$ cat src/rtl/data_pair_packer_pkg.sv
// ----------------------------------------------------------------------------
// data_pair_packer_pkg
// Shared constants and types for the 128-bit to 64-bit pair packer.
//   DIN_WIDTH        input beat width
//   DOUT_WIDTH       output word width
//   ENTRY_WIDTH      width of one stored entry (two input beats)
//   WORDS_PER_ENTRY  output words per stored entry
//   entry_t          one stored entry, first beat in the upper half
//   phase_e          pairing phase (waiting for first / second beat)
// ----------------------------------------------------------------------------
package data_pair_packer_pkg;

    localparam int unsigned DIN_WIDTH       = 128;
    localparam int unsigned DOUT_WIDTH      = 64;
    localparam int unsigned ENTRY_WIDTH     = 2 * DIN_WIDTH;
    localparam int unsigned WORDS_PER_ENTRY = ENTRY_WIDTH / DOUT_WIDTH;
    localparam int unsigned DEFAULT_DEPTH   = 16;

    typedef logic [ENTRY_WIDTH-1:0] entry_t;

    typedef enum logic {
        PH_FIRST  = 1'b0,
        PH_SECOND = 1'b1
    } phase_e;

    // First beat goes to the upper half so word 0 is the first beat's MS word.
    function automatic entry_t make_entry(input logic [DIN_WIDTH-1:0] a,
                                          input logic [DIN_WIDTH-1:0] b);
        return {a, b};
    endfunction

endpackage

$ cat src/rtl/data_pair_packer_fifo.sv
// ----------------------------------------------------------------------------
// wide_sync_fifo
// Single-clock FIFO of wide entries, read out first-word-fall-through as a
// sequence of narrower words, most-significant word first.
//   clk_i      clock
//   rst_i      asynchronous active-high reset (pointers, count, word index)
//   wr_en_i    push wr_data_i (ignored while full)
//   wr_data_i  entry to store
//   rd_en_i    downstream accepts rd_data_o (ignored while empty)
//   rd_data_o  current word of the head entry, zero when empty
//   valid_o    FIFO holds at least one entry
//   full_o     FIFO holds DEPTH entries
//   empty_o    FIFO holds no entries
// ----------------------------------------------------------------------------
module wide_sync_fifo #(
    parameter int unsigned ENTRY_WIDTH = 256,
    parameter int unsigned DOUT_WIDTH  = 64,
    parameter int unsigned DEPTH       = 16
) (
    input  logic                   clk_i,
    input  logic                   rst_i,
    input  logic                   wr_en_i,
    input  logic [ENTRY_WIDTH-1:0] wr_data_i,
    input  logic                   rd_en_i,
    output logic [DOUT_WIDTH-1:0]  rd_data_o,
    output logic                   valid_o,
    output logic                   full_o,
    output logic                   empty_o
);

    localparam int unsigned WORDS  = ENTRY_WIDTH / DOUT_WIDTH;
    localparam int unsigned PTR_W  = $clog2(DEPTH);
    localparam int unsigned CNT_W  = PTR_W + 1;
    localparam int unsigned WIDX_W = $clog2(WORDS);

    localparam logic [CNT_W-1:0]  CNT_FULL  = CNT_W'(DEPTH);
    localparam logic [WIDX_W-1:0] WIDX_LAST = WIDX_W'(WORDS - 1);

    logic [ENTRY_WIDTH-1:0] mem_q [DEPTH];

    logic [PTR_W-1:0]  wr_ptr_q, wr_ptr_d;
    logic [PTR_W-1:0]  rd_ptr_q, rd_ptr_d;
    logic [CNT_W-1:0]  count_q,  count_d;
    logic [WIDX_W-1:0] widx_q,   widx_d;

    logic push, xfer, pop;

    logic [ENTRY_WIDTH-1:0] head;
    logic [DOUT_WIDTH-1:0]  words [WORDS];

    assign valid_o = (count_q != '0);
    assign empty_o = (count_q == '0);
    assign full_o  = (count_q == CNT_FULL);

    assign push = wr_en_i && !full_o;
    assign xfer = valid_o && rd_en_i;
    // The head entry leaves only once its last word has been taken.
    assign pop  = xfer && (widx_q == WIDX_LAST);

    always_comb begin
        wr_ptr_d = wr_ptr_q;
        rd_ptr_d = rd_ptr_q;
        count_d  = count_q;
        widx_d   = widx_q;
        if (push) begin
            wr_ptr_d = wr_ptr_q + 1'b1;
        end
        if (xfer) begin
            widx_d = pop ? '0 : widx_q + 1'b1;
        end
        if (pop) begin
            rd_ptr_d = rd_ptr_q + 1'b1;
        end
        case ({push, pop})
            2'b10:   count_d = count_q + 1'b1;
            2'b01:   count_d = count_q - 1'b1;
            default: count_d = count_q;
        endcase
    end

    always_ff @(posedge clk_i or posedge rst_i) begin
        if (rst_i) begin
            wr_ptr_q <= '0;
            rd_ptr_q <= '0;
            count_q  <= '0;
            widx_q   <= '0;
        end else begin
            wr_ptr_q <= wr_ptr_d;
            rd_ptr_q <= rd_ptr_d;
            count_q  <= count_d;
            widx_q   <= widx_d;
        end
    end

    // Storage is deliberately not reset.
    always_ff @(posedge clk_i) begin
        if (push) begin
            mem_q[wr_ptr_q] <= wr_data_i;
        end
    end

    assign head = mem_q[rd_ptr_q];

    always_comb begin
        for (int unsigned k = 0; k < WORDS; k++) begin
            words[k] = head[ENTRY_WIDTH-1-k*DOUT_WIDTH -: DOUT_WIDTH];
        end
    end

    assign rd_data_o = valid_o ? words[widx_q] : '0;

endmodule

$ cat src/rtl/data_pair_packer.sv
// ----------------------------------------------------------------------------
// data_pair_packer
// Pairs consecutive accepted input beats into one wide entry, queues entries
// in a FIFO and emits each entry as four output words, first beat MS word
// first.
//   CLK      clock
//   RST      asynchronous active-high reset
//   iVALID   input beat valid
//   oREADY   an input beat can be accepted this cycle
//   DIN      input beat
//   oVALID   DOUT holds a valid word
//   iREADY   downstream accepts DOUT
//   DOUT     output word
//   FULL     FIFO holds DEPTH entries
//   EMPTY    FIFO holds no entries
//   PENDING  a first beat is held waiting for its partner
// ----------------------------------------------------------------------------
module data_pair_packer #(
    parameter int unsigned DIN_WIDTH  = data_pair_packer_pkg::DIN_WIDTH,
    parameter int unsigned DOUT_WIDTH = data_pair_packer_pkg::DOUT_WIDTH,
    parameter int unsigned DEPTH      = data_pair_packer_pkg::DEFAULT_DEPTH
) (
    input  logic                  CLK,
    input  logic                  RST,
    input  logic                  iVALID,
    output logic                  oREADY,
    input  logic [DIN_WIDTH-1:0]  DIN,
    output logic                  oVALID,
    input  logic                  iREADY,
    output logic [DOUT_WIDTH-1:0] DOUT,
    output logic                  FULL,
    output logic                  EMPTY,
    output logic                  PENDING
);

    import data_pair_packer_pkg::*;

    phase_e                 phase_q, phase_d;
    logic [DIN_WIDTH-1:0]   hold_q,  hold_d;
    logic                   accept;
    logic                   push;
    logic [2*DIN_WIDTH-1:0] entry;

    // Only registered occupancy gates input; no path from iREADY.
    assign oREADY  = !RST && !FULL;
    assign accept  = iVALID && oREADY;
    assign PENDING = (phase_q == PH_SECOND);

    // First beat in the upper half gives word order A.hi, A.lo, B.hi, B.lo.
    assign entry = {hold_q, DIN};

    always_comb begin
        phase_d = phase_q;
        hold_d  = hold_q;
        push    = 1'b0;
        if (accept) begin
            if (phase_q == PH_FIRST) begin
                hold_d  = DIN;
                phase_d = PH_SECOND;
            end else begin
                push    = 1'b1;
                phase_d = PH_FIRST;
            end
        end
    end

    always_ff @(posedge CLK or posedge RST) begin
        if (RST) begin
            phase_q <= PH_FIRST;
            hold_q  <= '0;
        end else begin
            phase_q <= phase_d;
            hold_q  <= hold_d;
        end
    end

    wide_sync_fifo #(
        .ENTRY_WIDTH (2 * DIN_WIDTH),
        .DOUT_WIDTH  (DOUT_WIDTH),
        .DEPTH       (DEPTH)
    ) u_fifo (
        .clk_i     (CLK),
        .rst_i     (RST),
        .wr_en_i   (push),
        .wr_data_i (entry),
        .rd_en_i   (iREADY),
        .rd_data_o (DOUT),
        .valid_o   (oVALID),
        .full_o    (FULL),
        .empty_o   (EMPTY)
    );

endmodule

$ cat config.mk
export PLATFORM = sky130hd
export DESIGN_NAME = data_pair_packer
export DESIGN_NICKNAME = d
export VERILOG_FILES = /design/src/rtl/data_pair_packer_pkg.sv /design/src/rtl/data_pair_packer_fifo.sv /design/src/rtl/data_pair_packer.sv
export SDC_FILE = /design/constraint.sdc
export NUM_CORES = 2
export LEC_CHECK = 0
export BUFFER_PORTS_ARGS = -buffer_cell sky130_fd_sc_hd__buf_2
export CAP_MARGIN = 40
export CORE_UTILIZATION = 50
export DETAILED_ROUTE_END_ITERATION = 6
export HOLD_SLACK_MARGIN = 0.02
export PLACE_DENSITY = 0.73
export SLEW_MARGIN = 40
export SYNTH_ARGS = -nofsm -noshare
export SYNTH_HDL_FRONTEND = slang
export SYNTH_SLANG_ARGS = --single-unit
$ cat constraint.sdc
create_clock -name CLK -period 50.6 [get_ports CLK]
set_input_delay 7.59 -clock CLK [delete_from_list [all_inputs] [get_ports CLK]]
set_output_delay 7.59 -clock CLK [all_outputs]
set_load 0.02 [all_outputs]
==> impl_metrics.json <==
{
  "worstPathCellList": "buf_2, a21oi_1, buf_2",
  "synth_edf_count": 4096,
  "sw_frac_of_total": 0.309,
  "clockBufferDepth": 4,
  "critical_path_class": "in -> out",
  "std_cell_rows": 208,
  "die-height_um": 571,
  "final_cell_mix": "4096 x edfxtp_1, 893 x mux4_2, 474 x mux2i_1",
  "max-vdd-ir-drop_v": 0.0000487,
  "synthSimpleGateAreaFrac": 0.00874,
  "rsz0062_at_grt": "no",
  "max_cap_violations": 0,
  "critical-path-max-stage-delay_ns": 0.21,
  "syn-num-nets": 7293,
  "grt_pass1_wl_um": 580000,
  "ios": 201,
  "nets": 7701,
  "worst_setup_path_start_kind": "input pin",
  "hold_viol_final": 0,
  "power_density_nw_per_um2": 57.0,
  "cp_slowest_cell": "buf_2",
  "cts_root_buffer": "clkbuf_16",
  "pre_cts_ws_ns": 34.90,
  "ys.flop_type": "edfxtp_1",
  "layout_setup_ws_ns": 34.90,
  "cp_max_fo": 2,
  "final_util": 0.567,
  "routedWlPerCell_um": 33.6,
  "fmax_mhz": 63.7,
  "fin_worst_skew_ns": 0.0511,
  "synth_area_leader_cell": "edfxtp_1",
  "cts_htree_levels": 5,
  "synth_adder_area_share": 0.000695,
  "drt.antenna.violating_nets": 0,
  "clock_latency_ns": 0.94,
  "drt_iter0_markers": 10500,
  "die_w_um": 571,
  "synth_cell_types": 55,
  "synth_top_family_by_area": "multiplexers",
  "synth-seq-cells": 4240,
  "synthesis.instances": 7152,
  "hp-class": "reg -> reg",
  "overflow": 0,
  "p_int_uw": 7190,
  "drc_errors": 0,
  "via_count": 79500,
  "path_clk_slew_ns": 0.06,
  "die_area_um2": 326000,
  "p_leak_uw": 0.0579,
  "ys_async_sr_fraction": 0.0340,
  "start_util": 0.504,
  "finalCriticalPeriod_ns": 15.70,
  "grt_usage": 0.250,
  "ys_seq_area_frac": 0.781,
  "layout_commonest_cell": "edfxtp_1",
  "grt_max_degree": 108,
  "synthesis.area_um2": 162000,
  "setup_violations": 0,
  "gp_congestion": 0.740,
  "dr.pass1.iters": 6,
  "synth_area_leaders": "edfxtp_1 76%, mux4_2 12%, mux2i_1 2.9%",
  "clkPwrFrac": 0.293,
  "comb_power_share": 0.270,
  "cts.sinks": 4240,
  "power_switching_uw": 3210,
  "io_buffers": 200,
  "yosys.area.top_type_share": 0.759,
  "vias_per_cell": 6.50,
  "relSlewSlack": 0.289,
  "cp_common_cell": "buf_2",
  "area_growth_pct": 12.5,
  "maxSlewViolCount": 0,
  "drive_gt1_frac": 0.273,
  "min_period_over_period": 0.310,
  "tightest_slew_ns": 1.07,
  "syn_avg_cell_area_um2": 22.7,
  "cts_tree": "yes",
  "p_seq_frac": 0.437,
  "fin_setup_tns_ns": 0,
  "post_cts_buffers": 0,
  "dp_hpwl_um": 210000,
  "outcome": "complete, no violations",
  "synth_compound_area_frac": 0.0253,
  "antenna_found_initial": 92,
  "core_um2": 322000,
  "ctsHoldBuffers": 0,
  "whs_ns": 0.557,
  "cp.required_ns": 43.01,
  "ys_warn_count": 0,
  "cp-end-kind": "output pin",
  "grt_pass1_vias": 79300,
  "numCtsBuffers": 408,
  "wirelength_um": 411000,
  "synthXorXnorAreaFrac": 0.000703,
  "synth.area.mux_share": 0.168,
  "cts-resized-gates": 0,
  "cp.arrival_ns": 8.11
}
cells by family (layout without fill, tap and decap cells):
group,count (synthesis),in the layout
flip-flops,4240,4240
multiplexers,1571,1571
AO/OA/AOI/OAI,596,596
buffers and inverters,419,1174
AND/OR/NAND/NOR,304,304
XOR/XNOR,13,13
adder cells (fa/ha/maj),9,9
other,0,23
registers in the layout, indices dropped and copies added (netlist names):
register and flops:
u_fifo.widx_q 2, PENDING 1, u_fifo.rd_ptr_q 4, hold_q 128, u_fifo.mem_q 4096, u_fifo.count_q 5, u_fifo.wr_ptr_q 4
per-stage QoR:
step / cell area [um^2] / std cells / power (uW)
floorplan: 162000 / 7152 / 6480
global placement: 168000 / 11400 / 7300
finish: 182000 / 12200 / 10400
CTS: 182000 / 12200 / 10400
global route: 182000 / 12200 / 10700
detailed placement: 169000 / 11500 / 7400
power groups by stage:
stage	Sequential, uW	Clock, uW	Combinational [uW]
3_3_place_gp	4590	0	2710
4_1_cts	4540	3080	2810
3_5_place_dp	4610	0	2790
6_report	4540	3050	2810
2_1_floorplan	4560	0	1920
5_1_grt	4580	3210	2930
worst paths after layout:
path	startpoint	slack (ns)	to	depth (start not counted)
setup / recovery	RST	34.90	oREADY	3
hold / removal	u_fifo.wr_ptr_q[0]$_DFFE_PP0P_	0.56	u_fifo.wr_ptr_q[0]$_DFFE_PP0P_	1
setup reg to reg	u_fifo.count_q[2]$_DFFE_PP0P_	45.95	u_fifo.mem_q[9][37]$_DFFE_PP_	8
hold reg to reg	u_fifo.wr_ptr_q[0]$_DFFE_PP0P_	0.56	u_fifo.wr_ptr_q[0]$_DFFE_PP0P_	1
max in group asynchronous	RST	42.66	u_fifo.rd_ptr_q[2]$_DFFE_PP0P_	3
min in group asynchronous	RST	6.71	PENDING$_DFFE_PP0N_	2
routing by layer:
layer	part of all wire	track usage	up-vias
met5	0.00057	0	-
met4	0.034	0.0836	36
met1	0.37	0.341	42400
li1	-	-	31300
met2	0.49	0.409	4947
met3	0.10	0.0445	844
cells in the mapped netlist (all sizes together), types with 7 or more instances:
master	n
or3	19
a31oi	40
nor2b	27
inv	10
o32a	10
clkbuf	122
mux2	204
a22oi	11
ha	9
o22a	19
nand2b	10
edfxtp	4096
a41oi	32
mux4	893
xnor2	9
o221ai	29
o211ai	36
o21ai	68
a211o	33
a211oi	44
nor2	37
nor3	42
a32oi	18
a21oi	30
buf	285
dfrtp	144
mux2i	474
nand2	140
nor4	7
o22ai	217
worst max-delay path: cells and delay by family:
| family | cells | cell delay (ns) |
|---|---|---|
| AOI/OAI and AO/OA | 1 | 0.17 |
| buffers and inverters | 2 | 0.35 |
final cells by class:
cell class / count / area, um^2
Multi-Input combinational cell: 2493 / 33200
Tap cell: 4305 / 5390
Inverter: 12 / 61.3
Antenna cell: 23 / 57.6
Clock inverter: 223 / 2260
Clock buffer: 534 / 11200
Sequential cell: 4240 / 127000
Fill cell: 22700 / 139000
Timing Repair Buffer: 405 / 3610
Power figures use the tool's default switching activity.
